==> src/rtl/responder_pkg.sv <==
// Shared types for the quiz responder answer-window timer.
package responder_pkg;

  typedef logic [3:0] bcd_t;

  typedef enum logic [1:0] {
    IDLE    = 2'd0,
    RUN     = 2'd1,
    HOLD    = 2'd2,
    TIMEOUT = 2'd3
  } state_t;

  localparam bcd_t BCD_MAX = 4'd9;

  // Out-of-range BCD digits from the time-select stage saturate at 9.
  function automatic bcd_t bcd_clamp(input bcd_t d);
    return (d > BCD_MAX) ? BCD_MAX : d;
  endfunction

endpackage

==> src/rtl/tick_prescaler.sv <==
// One-second tick generator: counts 0..TICK_DIV-1 while enabled, pulses
// tick on the last count. Held at zero while disabled or cleared.
module tick_prescaler #(
  parameter int TICK_DIV = 50_000_000
) (
  input  logic CLK,
  input  logic RSTn,
  input  logic clr,
  input  logic en,
  output logic tick
);

  localparam int CW = (TICK_DIV > 1) ? $clog2(TICK_DIV) : 1;
  localparam logic [CW-1:0] LAST = CW'(TICK_DIV - 1);

  logic [CW-1:0] count_q, count_d;

  assign tick = en && (count_q == LAST);

  // Wrap on the terminal count, otherwise advance while enabled.
  always_comb begin
    count_d = count_q;
    if (clr || !en)         count_d = '0;
    else if (count_q == LAST) count_d = '0;
    else                    count_d = count_q + CW'(1);
  end

  // Prescaler register with synchronous active-high reset.
  always_ff @(posedge CLK) begin
    if (RSTn) count_q <= '0;
    else      count_q <= count_d;
  end

endmodule

==> src/rtl/countdown_timer.sv <==
// Answer-window countdown for the quiz responder: two-digit BCD down-counter
// stepped by a one-second tick, with hold on buzz-in and timeout at 00.
// Optional low-time warning output enabled by the COUNTDOWN_WARN_EN macro.
//
// state   | meaning
// IDLE    | digits follow the sanitised preset, waiting for Start
// RUN     | counting down once per tick
// HOLD    | contestant buzzed in, digits frozen
// TIMEOUT | window expired, digits 00
module countdown_timer
  import responder_pkg::*;
#(
  parameter int TICK_DIV  = 50_000_000,
  parameter int WARN_SECS = 5
) (
  input  logic       CLK,
  input  logic       RSTn,
  input  logic       Start,
  input  logic       Clear,
  input  logic       Answer_Valid,
  input  logic [3:0] TimerH_Set,
  input  logic [3:0] TimerL_Set,
  output logic [3:0] TimerH,
  output logic [3:0] TimerL,
  output logic       Running,
  output logic       Held,
  output logic       Time_Up,
  output logic       Warn
);

  if (TICK_DIV < 2) begin : g_bad_tick_div
    $error("countdown_timer: TICK_DIV must be at least 2");
  end
  if (WARN_SECS < 1 || WARN_SECS > 9) begin : g_bad_warn_secs
    $error("countdown_timer: WARN_SECS must be 1..9");
  end

  state_t state_q, state_d;
  bcd_t   h_q, h_d, l_q, l_d;
  logic   running_q, held_q, time_up_q;
  logic   tick;

  bcd_t set_h, set_l;
  logic preset_zero;

  assign set_h       = bcd_clamp(TimerH_Set);
  assign set_l       = bcd_clamp(TimerL_Set);
  assign preset_zero = (set_h == 4'd0) && (set_l == 4'd0);

  // Answer_Valid also clears the count so a later re-open starts a full second.
  tick_prescaler #(.TICK_DIV(TICK_DIV)) u_prescaler (
    .CLK  (CLK),
    .RSTn (RSTn),
    .clr  (Start || Clear || Answer_Valid),
    .en   (state_q == RUN),
    .tick (tick)
  );

  // Next state and digits; priority Clear > Start > Answer_Valid > tick.
  always_comb begin
    state_d = state_q;
    h_d     = h_q;
    l_d     = l_q;
    if (Clear) begin
      state_d = IDLE;
      h_d     = set_h;
      l_d     = set_l;
    end else if (Start) begin
      state_d = preset_zero ? TIMEOUT : RUN;
      h_d     = set_h;
      l_d     = set_l;
    end else begin
      case (state_q)
        IDLE: begin
          h_d = set_h;
          l_d = set_l;
        end
        RUN: begin
          if (Answer_Valid) begin
            state_d = HOLD;
          end else if (tick) begin
            if (l_q == 4'd0) begin
              l_d = BCD_MAX;
              h_d = h_q - 4'd1;
            end else begin
              l_d = l_q - 4'd1;
            end
            if (h_q == 4'd0 && l_q == 4'd1) state_d = TIMEOUT;
          end
        end
        HOLD: ;
        TIMEOUT: begin
          h_d = 4'd0;
          l_d = 4'd0;
        end
        default: state_d = IDLE;
      endcase
    end
  end

  // State, digits and status flags all registered together.
  always_ff @(posedge CLK) begin
    if (RSTn) begin
      state_q   <= IDLE;
      h_q       <= 4'd0;
      l_q       <= 4'd0;
      running_q <= 1'b0;
      held_q    <= 1'b0;
      time_up_q <= 1'b0;
    end else begin
      state_q   <= state_d;
      h_q       <= h_d;
      l_q       <= l_d;
      running_q <= (state_d == RUN);
      held_q    <= (state_d == HOLD);
      time_up_q <= (state_d == TIMEOUT);
    end
  end

  assign TimerH  = h_q;
  assign TimerL  = l_q;
  assign Running = running_q;
  assign Held    = held_q;
  assign Time_Up = time_up_q;

`ifdef COUNTDOWN_WARN_EN
  localparam bcd_t WARN_BCD = bcd_t'(WARN_SECS);
  logic warn_q, warn_d;

  // Low-time warning follows the next digits so it changes with them.
  always_comb begin
    warn_d = (state_d == RUN) && (h_d == 4'd0) && (l_d != 4'd0) && (l_d <= WARN_BCD);
  end

  // Warning register.
  always_ff @(posedge CLK) begin
    if (RSTn) warn_q <= 1'b0;
    else      warn_q <= warn_d;
  end

  assign Warn = warn_q;
`else
  assign Warn = 1'b0;
`endif

endmodule

==> config.mk <==
export PLATFORM = sky130hd
export DESIGN_NAME = countdown_timer
export DESIGN_NICKNAME = d
export VERILOG_FILES = /design/src/rtl/responder_pkg.sv /design/src/rtl/tick_prescaler.sv /design/src/rtl/countdown_timer.sv
export SDC_FILE = /design/constraint.sdc
export NUM_CORES = 1
export LEC_CHECK = 0
export ABC_AREA = 0
export BUFFER_PORTS_ARGS = -buffer_cell sky130_fd_sc_hd__buf_4
export CORE_MARGIN = 3
export CORE_UTILIZATION = 52
export DETAILED_ROUTE_END_ITERATION = 6
export PLACE_DENSITY = 0.78
export SLEW_MARGIN = 20
export SYNTH_ARGS = -nofsm -noshare
export SYNTH_HDL_FRONTEND = slang
export SYNTH_SLANG_ARGS = --single-unit
==> constraint.sdc <==
create_clock -name CLK -period 2 [get_ports CLK]
set_input_delay 0.2 -clock CLK [delete_from_list [all_inputs] [get_ports CLK]]
set_output_delay 0.2 -clock CLK [all_outputs]
set_load 0.005 [all_outputs]
Word level (Yosys, flattened, before mapping)

Cells that the tools add are included.

Register bits: 39
Bits of input ports: 13
Output and inout bits: 12
Logic and storage cells: 59

Add/subtract/negate cells: 3
Order comparisons: 2
Equality and inequality tests: 10
Mux-type cells: 21
Reductions and logical operators: 16

Operator list:

| cell                  | number |
|---|---|
| $mux 4                | 12 |
| $add 26x1->26 const B | 1 |
| $eq 26x26->1 const B  | 1 |
| $pmux 4 s3            | 2 |
| $logic_not 4->1       | 4 |
| $mux 2                | 7 |
| $ne 4x4->1 const B    | 3 |
| $gt 4x4->1 const B    | 2 |
| $sub 4x1->4 const B   | 2 |
| $eq 2x2->1 const B    | 3 |
| $reduce_bool 5->1     | 1 |
| $eq 2x1->1 const B    | 2 |
| $eq 4x1->1 const B    | 1 |
| $reduce_and 4->1      | 1 |
| $logic_and 1x1->1     | 3 |
| $logic_or 1x1->1      | 3 |
| $reduce_and 3->1      | 1 |
| $reduce_or 3->1       | 1 |
| $logic_not 2->1       | 1 |
| $logic_not 1->1       | 1 |

Logic depth before layout (Yosys ltp)

Gate-level depths: netlist of the first run.

Word-level depth: 9
Gate-level depth with buffers: 8
Mapped depth without buffers: 7

Cells and area by module

From an unflattened synthesis of the first run, not the netlist that was laid out.

Cell total of the unflattened synthesis: 254
Area total of the unflattened synthesis: 2149.6 um2

By module, submodules not included:

| module          | instances | cells an instance | area an instance (um2) | seq. area each (um2) |
|---|---|---|---|---|
| tick_prescaler  | 1         | 143               | 1232.4                 | 520.5 |
| countdown_timer | 1         | 111               | 917.1                  | 260.2 |

Worst setup path after synthesis of the first run

No wires, ideal clock.

Kind: register -> register
Start: reg u_prescaler.count_q[0]
End: reg u_prescaler.count_q[2]
Library setup time: 115 ps
Arrival: 1771 ps
Required time: 1885 ps
Path slack: 114 ps
Stages on the path, launching flop included: 9
Path buffers: 2
Clock period less this slack: 1886 ps
Cells stage by stage: dfxtp_1 -> ha_1 -> nand2_1 -> or4_4 -> nor2_1 -> or4_1 -> buf_4 -> buf_6 -> nor2_1

Word-level cells in the longest chain between the ends: 2
Elaborated cells on any way between the ends: 3
Classes of those cells: add/sub (1); eq/ne (1); reduce/logical (1)

Ends and longest elaborated chain:

| item                                                  | line                 | text |
|---|---|---|
| start, declared                                       | tick_prescaler.sv:16 | `logic [CW-1:0] count_q, count_d;` |
| start signal, assigned                                | tick_prescaler.sv:31 | `else count_q <= count_d;` |
| branches (longest 2 deep; another with $add 26x1->26) | --                   |  |

Several ways; the timed one is not identified.
A chain may end at the register's enable or synchronous reset.

Worst setup path after layout of the first run

Start: reg u_prescaler.count_q[1]
End: reg h_q[2], in the netlist TimerH[2]

Word-level cells in the longest chain between the ends: 4

Ends and longest elaborated chain:

| item                              | line                   | text |
|---|---|---|
| $eq 26x26->1                      | tick_prescaler.sv:18   | `assign tick = en && (count_q == LAST);` |
| $logic_and 1x1->1                 | tick_prescaler.sv:18   |  |
| $ne 4x4->1 (no source line)       | --                     |  |
| $reduce_and 4->1 (no source line) | --                     |  |
| end signal, assigned              | countdown_timer.sv:105 | `h_q <= 4'd0;` |
| end signal, assigned              | countdown_timer.sv:112 | `h_q <= h_d;` |
| end, declared                     | countdown_timer.sv:39  | `bcd_t h_q, h_d, l_q, l_d;` |

No other way between the ends.

==> results of run 1 <==
[stage by stage]
step | std cells | TNS [ns] | area [sq um] | hold WS (ns) | utilization
floorplan | 246 | 0 | 2050 | 0.279 | -
global placement | 324 | 0 | 2350 | 0.395 | 0.631
detailed placement | 324 | 0 | 2350 | 0.398 | 0.631
CTS | 332 | 0 | 2450 | 0.0852 | 0.659
global route | 332 | -0.00316 | 2470 | 0.0928 | 0.664
finish | 332 | 0 | 2470 | 0.0916 | 0.664
[where the power goes]
group / switching [W] / internal, W
Combinational: 0.0000778 / 0.0000765
Sequential: 0.0000170 / 0.000791
Clock: 0.000273 / 0.000314
[logic make-up (layout without fill, tap and decap cells)]
kind of cell,count (synthesis),count (layout),share of synthesized area
buffers and inverters,16,54,0.0403
DFF,39,39,0.381
adders and majority gates,5,5,0.0305
AOI/OAI and AO/OA,35,35,0.123
other,1,1,0.00183
xor gates and xnor gates,24,24,0.103
and+or+nand+nor,126,126,0.321
[placed cells by master (no fill, tap or decap), types with 2 or more instances in the layout]
cell type,instances
nand3_1,14
nand2_1,12
dfxtp_1,37
ha_1,5
nand3_2,2
a221oi_1,2
xnor2_1,7
dfxtp_2,2
o21ai_0,3
nand2b_1,4
nor3_1,10
nor4_2,2
and4_1,2
xor2_1,17
a32oi_1,2
buf_4,35
o32ai_1,4
nor4_1,5
and3_1,5
a22oi_1,2
a211oi_1,2
or2_2,2
and4b_1,2
o22ai_1,2
clkbuf_8,7
inv_1,10
nor2_1,50
nand4_1,7
a21oi_1,9
[cell type report]
type	instances	share of cell area
multi-input combinational	191	0.486
sequential	39	0.317
timing repair buffer	36	0.115
clock buffer	7	0.0390
tap	48	0.0243
inverter	10	0.0152
clock inverter	1	0.00304
[registers in the layout (all words and copies together) (netlist names)]
name / cells
Held: 1
Running: 1
Time_Up: 1
TimerH: 4
TimerL: 4
state_q: 2
u_prescaler.count_q: 26
[layer usage]
| layer | vias up | track usage | part of all wire |
|---|---|---|---|
| met3 | 6 | 0.0470 | 0.058 |
| met4 | 0 | 0.0657 | 0.0079 |
| met5 | - | 0 | 0 |
| met2 | 56 | 0.344 | 0.48 |
| li1 | 950 | - | - |
| met1 | 859 | 0.270 | 0.46 |
[path summary, 6_finish.rpt]
kind / slack [ns] / endpoint / startpoint / depth (start not counted)
max: 0.07 / TimerH[2] / u_prescaler.count_q[1] / 6
min: 0.09 / state_q[0] / Clear / 2
max reg2reg: 0.07 / TimerH[2] / u_prescaler.count_q[1] / 6
min reg2reg: 0.52 / u_prescaler.count_q[25] / u_prescaler.count_q[25] / 2
[worst max-delay path, delay by kind of cell, from the launching register on]
kind            cells  cell delay, ns
simple gates        3            0.89
compound gates      2            0.40
fa+ha+maj           1            0.17
flops               1            0.36
[what timing repair did]
action,4_1_cts,5_1_grt
resized for setup,0,4
endpoints found under the setup margin,0,5
endpoints found under the hold margin,0,0
==> impl_results.md, run 1 <==
- Crit start category: register
- Fin crit share: 0.966
- Max Slew Vio Count: 0
- Max cap viols: 0
- Remaining Overflow, GRT: 0
- Clock Sinks: 39
- Power per cell area: 628 nW/um^2
- Worst skew pair latency: 0.29 ns
- Worst path max stage delay: 0.52 ns
- Avg WL per Cell: 13.7 um
- Die height: 68.8 um
- RSZ-0062 raised after global routing: true
- Crit end category: register
- Ranking of synthesized cells by area: dfxtp_1, nor2_1, xor2_1
- Register area share after synthesis: 0.381
- Most frequent cells after synthesis: nor2_1, dfxtp_1, xor2_1
- Vias per cell: 5.64
- Routability cong.: 0.919
- Final #Nets: 301
- Worst EP arrival: 2.13 ns
- WL final: 4540 um
- Slowest CP cell: or4_4
- Row cnt: 22
- Width of the die: 68.8 um
- TritonCTS clock tree: yes
- Count of cell types in the netlist: 47
- Layout Skew: 0.0112 ns
- Maximum VDD drop: 0.454 mV
- Post-DRT Antenna Nets: 0
- First-pass GRT wire length: 7490 um
- Syn. warnings: 0
- Top Ports: 25
- Cell area after synthesis: 2050 sq um
- Fmax: 0.517 GHz
- Vias in the first global route: 1703
- Cell with the most instances after synthesis: nor2_1
- Status: complete, no violations
- Post-CTS Setup Inserts: 0
- Setup ws final: 0.0673 ns
- LEAKAGE: 0.914 nW
- First-pass DRT Iterations: 5
- Clk root buf: clkbuf_8
- HP Class: in -> reg
- CTS Hold Buffers Added: 0
- Syn avg cell area: 8.33 sq um
- Max transition margin: 0.669
- N_diodes: 0
- Post-synth EDFFs: 0
- Syn_nets: 264
- Layout area overhead: 20.5%
- Place WS: 0.113 ns
- Core Region: 3720 sq um
- FFs w/ async S/R, synth: 0
- # DRC: 0
- Critical path type: reg -> reg
- Power Total: 0.00155 W
- DIE AREA: 4730 sq um
- Initial Utilization: 0.551
- TritonCTS Buffers: 5
- Sequential cell area: 783 sq um
- Area leader, netlist: dfxtp_1
- Initial antenna violation count: 0
- DRT iter0 DRCs: 154
- Seq cells post-synth: 39
- Crit path time final: 1.93 ns
- Routed vias: 1871
- Final hold vios: 0
- Total GRT Usage: 0.209
- Area share of the largest cell type after synthesis: 0.381
- Required time of the worst setup path: 2.19 ns
- Layout cells sized above 1: 0.201
- Area of the multi-input gates: 1200 sq um
- Detailed placer's ending HPWL: 3290 um
- Critical path cell sequence: ha_1, nand2_1, or4_4, nor3_4, a21oi_2, o32ai_1
- Fillers: 339
- Htree depth: 2
- IO Port Bufs: 23
- Maximum clock path buffer count: 2
- Worst Max-Slew Pin Slew: 0.490 ns
- Endpoints failing setup: 0
- Post-Syn Instances: 246
- Crit Path Max Fanout: 4
- Largest net degree at the start of global routing: 27
- Clock slew at reported path FFs: 0.08 ns
- Ys flop type: dfxtp_1
Note: power is estimated with default switching activity, not from simulation.
==> inputs of run 2 (changes only) <==
- CORE_UTILIZATION: 52 -> 54
- CTS_BUF_LIST: unset -> sky130_fd_sc_hd__clkbuf_2 sky130_fd_sc_hd__clkbuf_4 sky130_fd_sc_hd__clkbuf_8
- PLACE_DENSITY: 0.78 -> 0.81
==> run 2 against run 1 <==
Effect of this change: cell count decreased by 1.5%; highest routed layer unchanged; clock skew decreased by 0.0048 ns; clock-buffer cell count unchanged; critical path depth unchanged; register-to-register slack improved by 0.06 ns; sequential cell count unchanged; sequential power about the same; critical path type unchanged; via count increased by 1.3%.
==> impl_results.md, run 2 (synthesis gave the netlist of run 1 again) <==
- Crit Reg-Reg Startpoint: u_prescaler.count_q[0]
- N_diodes: 0 (unchanged)
- Die height: 67.6 um (-1.7%)
- Status: complete, no violations
- Finished Layout Cells: 327 (-1.5%)
- First-pass DRT Iterations: 5 (unchanged)
- Crit path time final: 1.87 ns (-0.0643 ns)
- Crit start category: register
- Commonest non-fill, non-tap cell in the layout: nor2_1
- Row cnt: 21 (-4.5%)
- Worst path max stage delay: 0.53 ns (about the same)
- Crit Path Max Fanout: 5 (+1)
- Htree depth: 2 (unchanged)
- Endpoints failing setup: 0 (unchanged)
- Placed cell count: 319 (-1.5%)
- Power per cell area: 614 nW/um^2 (-2.2%)
- DIE AREA: 4570 sq um (-3.4%)
- Setup ws final: 0.132 ns (+0.0643 ns)
- Total GRT Usage: 0.214 (+0.00550)
- Required time of the worst setup path: 2.19 ns (about the same)
- Final instance area: 2430 sq um (-1.6%)
- Place WS: 0.105 ns (-0.00799 ns)
- WL final: 4600 um (+1.3%)
- Worst-case reg-to-reg path depth: 6 (unchanged)
- Routed vias: 1895 (+1.3%)
- CTS Hold Buffers Added: 0 (unchanged)
- WP depth: 6 (unchanged)
- Worst skew pair latency: 0.28 ns (about the same)
- Maximum VDD drop: 0.406 mV (-11%)
- Maximum clock path buffer count: 2 (unchanged)
- Final #Nets: 298 (-1.0%)
- Initial Utilization: 0.586 (+0.0349)
- Fillers: 299 (-12%)
- RSZ-0062 raised after global routing: false
- Vias in the first global route: 1706 (+0.18%)
- # DRC: 0 (unchanged)
- LEAKAGE: 0.894 nW (-2.3%)
- Vias per cell: 5.80 (+2.8%)
- Layout area overhead: 18.5%
- DRT iter0 DRCs: 255 (+66%)
- RR Endpoint: TimerL[2]
- Clk root buf: clkbuf_8
- HP Class: in -> reg
- Remaining Overflow, GRT: 0 (unchanged)
- Avg WL per Cell: 14.1 um (+2.9%)
- Crit end category: register
- R2r setup slk: 0.13 ns (+0.06 ns)
- Crit path buffers/inverters: 0 (unchanged)
- Critical path type: reg -> reg
- Max cap viols: 0 (unchanged)
- Clock slew at reported path FFs: 0.08 ns (about the same)
- TritonCTS Buffers: 5 (unchanged)
- Most flops, register: u_prescaler.count_q
- Placed inst area: 2320 sq um (-1.1%)
- Commonest cells after routing, fill and taps aside: nor2_1, dfxtp_1, buf_4, xor2_1, nand3_1
- Worst EP arrival: 2.06 ns (-0.07 ns)
- CP delay by family, top: simple AND/OR/NAND/NOR gates
- Power Total: 0.00149 W (-3.8%)
- Clock Sinks: 39 (unchanged)
- Largest net degree at the start of global routing: 27 (unchanged)
- Layout Skew: 0.00640 ns (-0.00482 ns)
- Top Ports: 25 (unchanged)
- IO Port Bufs: 23 (unchanged)
- Routability cong.: 0.871 (-5.3%)
- Critical path origin: u_prescaler.count_q[0]
- Final hold vios: 0 (unchanged)
- Core Region: 3490 sq um (-6.0%)
- Fin crit share: 0.934 (-0.0322)
- Layout cells sized above 1: 0.196 (-0.00497)
- TritonCTS clock tree: yes
- Width of the die: 67.6 um (-1.7%)
- Detailed placer's ending HPWL: 3290 um (about the same)
- Setup total negative slack: 0 ns (unchanged)
- Crit path capture: TimerL[2]
- Initial antenna violation count: 0 (unchanged)
- Critical path cell sequence: ha_1, nand2_1, or4_4, nor3_4, nor2_1, o32ai_1
- Fmax: 0.535 GHz (+3.4%)
- First-pass GRT wire length: 7540 um (+0.73%)
- Largest register FFs: 26 (unchanged)
- Slowest CP cell: or4_4
- Max Slew Vio Count: 0 (unchanged)
- Post-DRT Antenna Nets: 0 (unchanged)
==> run 2: power breakdown <==
group / leakage [nW] / switching (W) / internal, W
clock network: 0.0491 / 0.000255 / 0.000272
registers: 0.317 / 0.0000175 / 0.000791
logic: 0.527 / 0.0000788 / 0.0000757
==> run 2: metrics by stage <==
stage / hold slack (ns) / util
after floorplan: 0.279 / -
after global placement: 0.395 / 0.664
after detailed placement: 0.398 / 0.664
after CTS: 0.0902 / 0.690
after global routing: 0.0963 / 0.695
final: 0.101 / 0.695
==> run 2: metal layers <==
| metal | global-route usage | part of all wire | wire length [um] |
|---|---|---|---|
| met1 | 0.277 | 0.45 | 2090 |
| met2 | 0.351 | 0.45 | 2090 |
| met3 | 0.0516 | 0.071 | 328 |
| met4 | 0.0658 | 0.019 | 89 |
| met5 | 0 | 0 | 0 |
==> run 2: cell type report <==
type / instances / area, sq um / area share
well taps: 46 / 57.6 / 0.0237
inverters: 10 / 37.5 / 0.0155
clock buffers: 7 / 83.8 / 0.0345
repair buffers: 33 / 260 / 0.107
clock inverters: 1 / 5.00 / 0.00206
multi-input cells: 191 / 1200 / 0.494
flip-flops and latches: 39 / 783 / 0.323
==> run 2: worst min path at each step <==
stage               cells after the start         end  slack (ns)  startpoint
global placement                        2  state_q[0]        0.39       Clear
global route                            2  state_q[0]         0.1       Clear
floorplan                               1  state_q[0]        0.28       Clear
finish                                  2  state_q[0]        0.10       Clear
CTS                                     2  state_q[0]        0.09       Clear
detailed placement                      2  state_q[0]        0.40       Clear
==> run 2: repair_timing <==
item | in CTS | in global routing
endpoints found under the setup margin | 0 | 34
resized for setup | 0 | 5
buffers inserted | 0 | 0
==> inputs of run 3 (changes only) <==
- CORE_UTILIZATION: 54 -> 42
- HOLD_SLACK_MARGIN: unset -> 0.03
- PLACE_DENSITY: 0.81 -> 0.66
==> run 3 against run 2 <==
Effect of this change: clock skew grew 0.0010 ns; via count shrank 1.4%; largest power group unchanged; clock power is essentially flat; global-route usage shrank 4.4 points; routed wire length shrank 2.2%; setup slack lost 0.017 ns; combinational power grew 5%; critical path type unchanged; critical endpoint is now TimerH[2]; cell count grew 7.0%.
==> impl_results.md, run 3 (synthesis gave the netlist of run 1 again) <==
- Setup ws final: 0.115 ns (-0.0171 ns)
- Layout Skew: 0.00744 ns (+0.00104 ns)
- Crit path capture: TimerH[2]
- Commonest cells after routing, fill and taps aside: nor2_1, dfxtp_1, buf_4, xor2_1, nand3_1
- DIE AREA: 5750 sq um (+26%)
- Worst Max-Slew Pin Slew: 0.528 ns
- Place WS: 0.0880 ns (-0.0174 ns)
- LEAKAGE: 0.909 nW (+1.8%)
- First-pass DRT Iterations: 4 (-1)
- Avg WL per Cell: 12.9 um (-8.6%)
- Largest register FFs: 26 (unchanged)
- Final hold vios: 0 (unchanged)
- HP Class: in -> reg
- Maximum VDD drop: 0.486 mV (+20%)
- Crit start category: register
- Final hold slack: 0.0951 ns (-0.00575 ns)
- Layout area overhead: 21.4%
- IO Port Bufs: 23 (unchanged)
- Max cap viols: 0 (unchanged)
- Critical path cell sequence: nand4_1, or4_4, nor3_4, a21oi_2, o32ai_1
- # DRC: 0 (unchanged)
- Max transition margin: 0.643
- Worst path max stage delay: 0.61 ns (+0.08 ns)
- Post-DRT Antenna Nets: 0 (unchanged)
- Core Region: 4530 sq um (+30%)
- WL final: 4500 um (-2.2%)
- R2r setup slk: 0.11 ns (-0.02 ns)
- Fin crit share: 0.943 (+0.00855)
- Crit Path Max Fanout: 5 (unchanged)
- Htree depth: 2 (unchanged)
- Initial Utilization: 0.452 (-0.134)
- Vias per cell: 5.34 (-7.9%)
- DRT iter0 DRCs: 135 (-47%)
- Slowest CP cell: or4_4
- Crit Reg-Reg Startpoint: u_prescaler.count_q[12]
- Critical path origin: u_prescaler.count_q[12]
- Crit end category: register
- First-pass GRT wire length: 7610 um (+0.91%)
- Clock Sinks: 39 (unchanged)
- Final #Nets: 302 (+1.3%)
- Finished Layout Cells: 350 (+7.0%)
- Detailed placer's ending HPWL: 3320 um (+1.0%)
- Initial antenna violation count: 0 (unchanged)
- Remaining Overflow, GRT: 0 (unchanged)
- Status: complete, no violations
- Most flops, register: u_prescaler.count_q
- Top Ports: 25 (unchanged)
- Endpoints failing setup: 0 (unchanged)
- TritonCTS Buffers: 5 (unchanged)
- Row cnt: 24 (+14%)
- Crit path time final: 1.89 ns (+0.0171 ns)
- Commonest non-fill, non-tap cell in the layout: nor2_1
- TritonCTS clock tree: yes
- Vias in the first global route: 1759 (+3.1%)
- Worst EP arrival: 2.08 ns (+0.02 ns)
- Width of the die: 75.8 um (+12%)
- Power Total: 0.00149 W (+0.23%)
- N_diodes: 0 (unchanged)
- Clock slew at reported path FFs: 0.08 ns (about the same)
- Sequential cell area: 782 sq um (-0.16%)
- Fillers: 434 (+45%)
- Power per cell area: 601 nW/um^2 (-2.1%)
- Maximum clock path buffer count: 2 (unchanged)
- Placed cell count: 342 (+7.2%)
- Fmax: 0.530 GHz (-0.91%)
- Max Slew Vio Count: 0 (unchanged)
- Routability cong.: 0.863 (-0.90%)
- Largest net degree at the start of global routing: 27 (unchanged)
- Worst skew pair latency: 0.29 ns (about the same)
- Clk root buf: clkbuf_8
- Critical path type: reg -> reg
- Total GRT Usage: 0.171 (-0.0438)
- Die height: 75.8 um (+12%)
- Layout cells sized above 1: 0.204 (+0.00778)
- Area of the multi-input gates: 1210 sq um (+0.52%)
- RR Endpoint: TimerH[2]
- Routed vias: 1868 (-1.4%)
- Required time of the worst setup path: 2.19 ns (about the same)
- Worst-case reg-to-reg path depth: 5 (-1)
- Setup total negative slack: 0 ns (unchanged)
-- run 3: layout make-up --
type	instances	share of cell area
multi-input cells	191	0.485
repair buffers	37	0.117
flip-flops and latches	39	0.315
clock buffers	6	0.0307
clock inverters	2	0.00503
well taps	65	0.0327
inverters	10	0.0151
-- run 3: worst min path at each step --
stage               start    endpoint  slack, ns  cells past startpoint
global route        Clear  state_q[0]       0.09                      2
global placement    Clear  state_q[0]       0.40                      2
finish              Clear  state_q[0]        0.1                      2
floorplan           Clear  state_q[0]       0.28                      1
CTS                 Clear  state_q[0]       0.09                      2
detailed placement  Clear  state_q[0]       0.40                      2
-- run 3: critical path, delay by kind of cell (launching register included) --
kind | cells | cell delay [ns]
flip-flops | 1 | 0.41
AND/OR/NAND/NOR | 3 | 1.01
AO/OA/AOI/OAI | 2 | 0.38
-- run 3: through the flow --
| step | util | instance area, sq um |
|---|---|---|
| 2_1_floorplan | - | 2050 |
| 3_3_place_gp | 0.524 | 2370 |
| 3_5_place_dp | 0.524 | 2370 |
| 4_1_cts | 0.543 | 2460 |
| 5_1_grt | 0.548 | 2490 |
| 6_report | 0.548 | 2490 |
-- run 3: repair_timing --
action,4_1_cts,5_1_grt
hold buffers,0,0
endpoints found under the hold margin,0,0
buffers inserted,0,0
setup endpoints to repair,0,32
gates resized for setup,0,4
-- run 3: where the power goes --
part | switching, W | internal, W
registers | 0.0000139 | 0.000791
logic | 0.0000812 | 0.0000793
clock network | 0.000271 | 0.000257
-- run 3: per-layer routing --
| layer | GRT usage | wire, um | share of wire | up-vias |
|---|---|---|---|---|
| met5 | 0 | 0 | 0 | - |
| met4 | 0.0641 | 57 | 0.013 | 0 |
| met3 | 0.0396 | 199 | 0.044 | 7 |
| met2 | 0.271 | 2020 | 0.45 | 35 |
| met1 | 0.224 | 2220 | 0.49 | 878 |
| li1 | - | - | - | 948 |
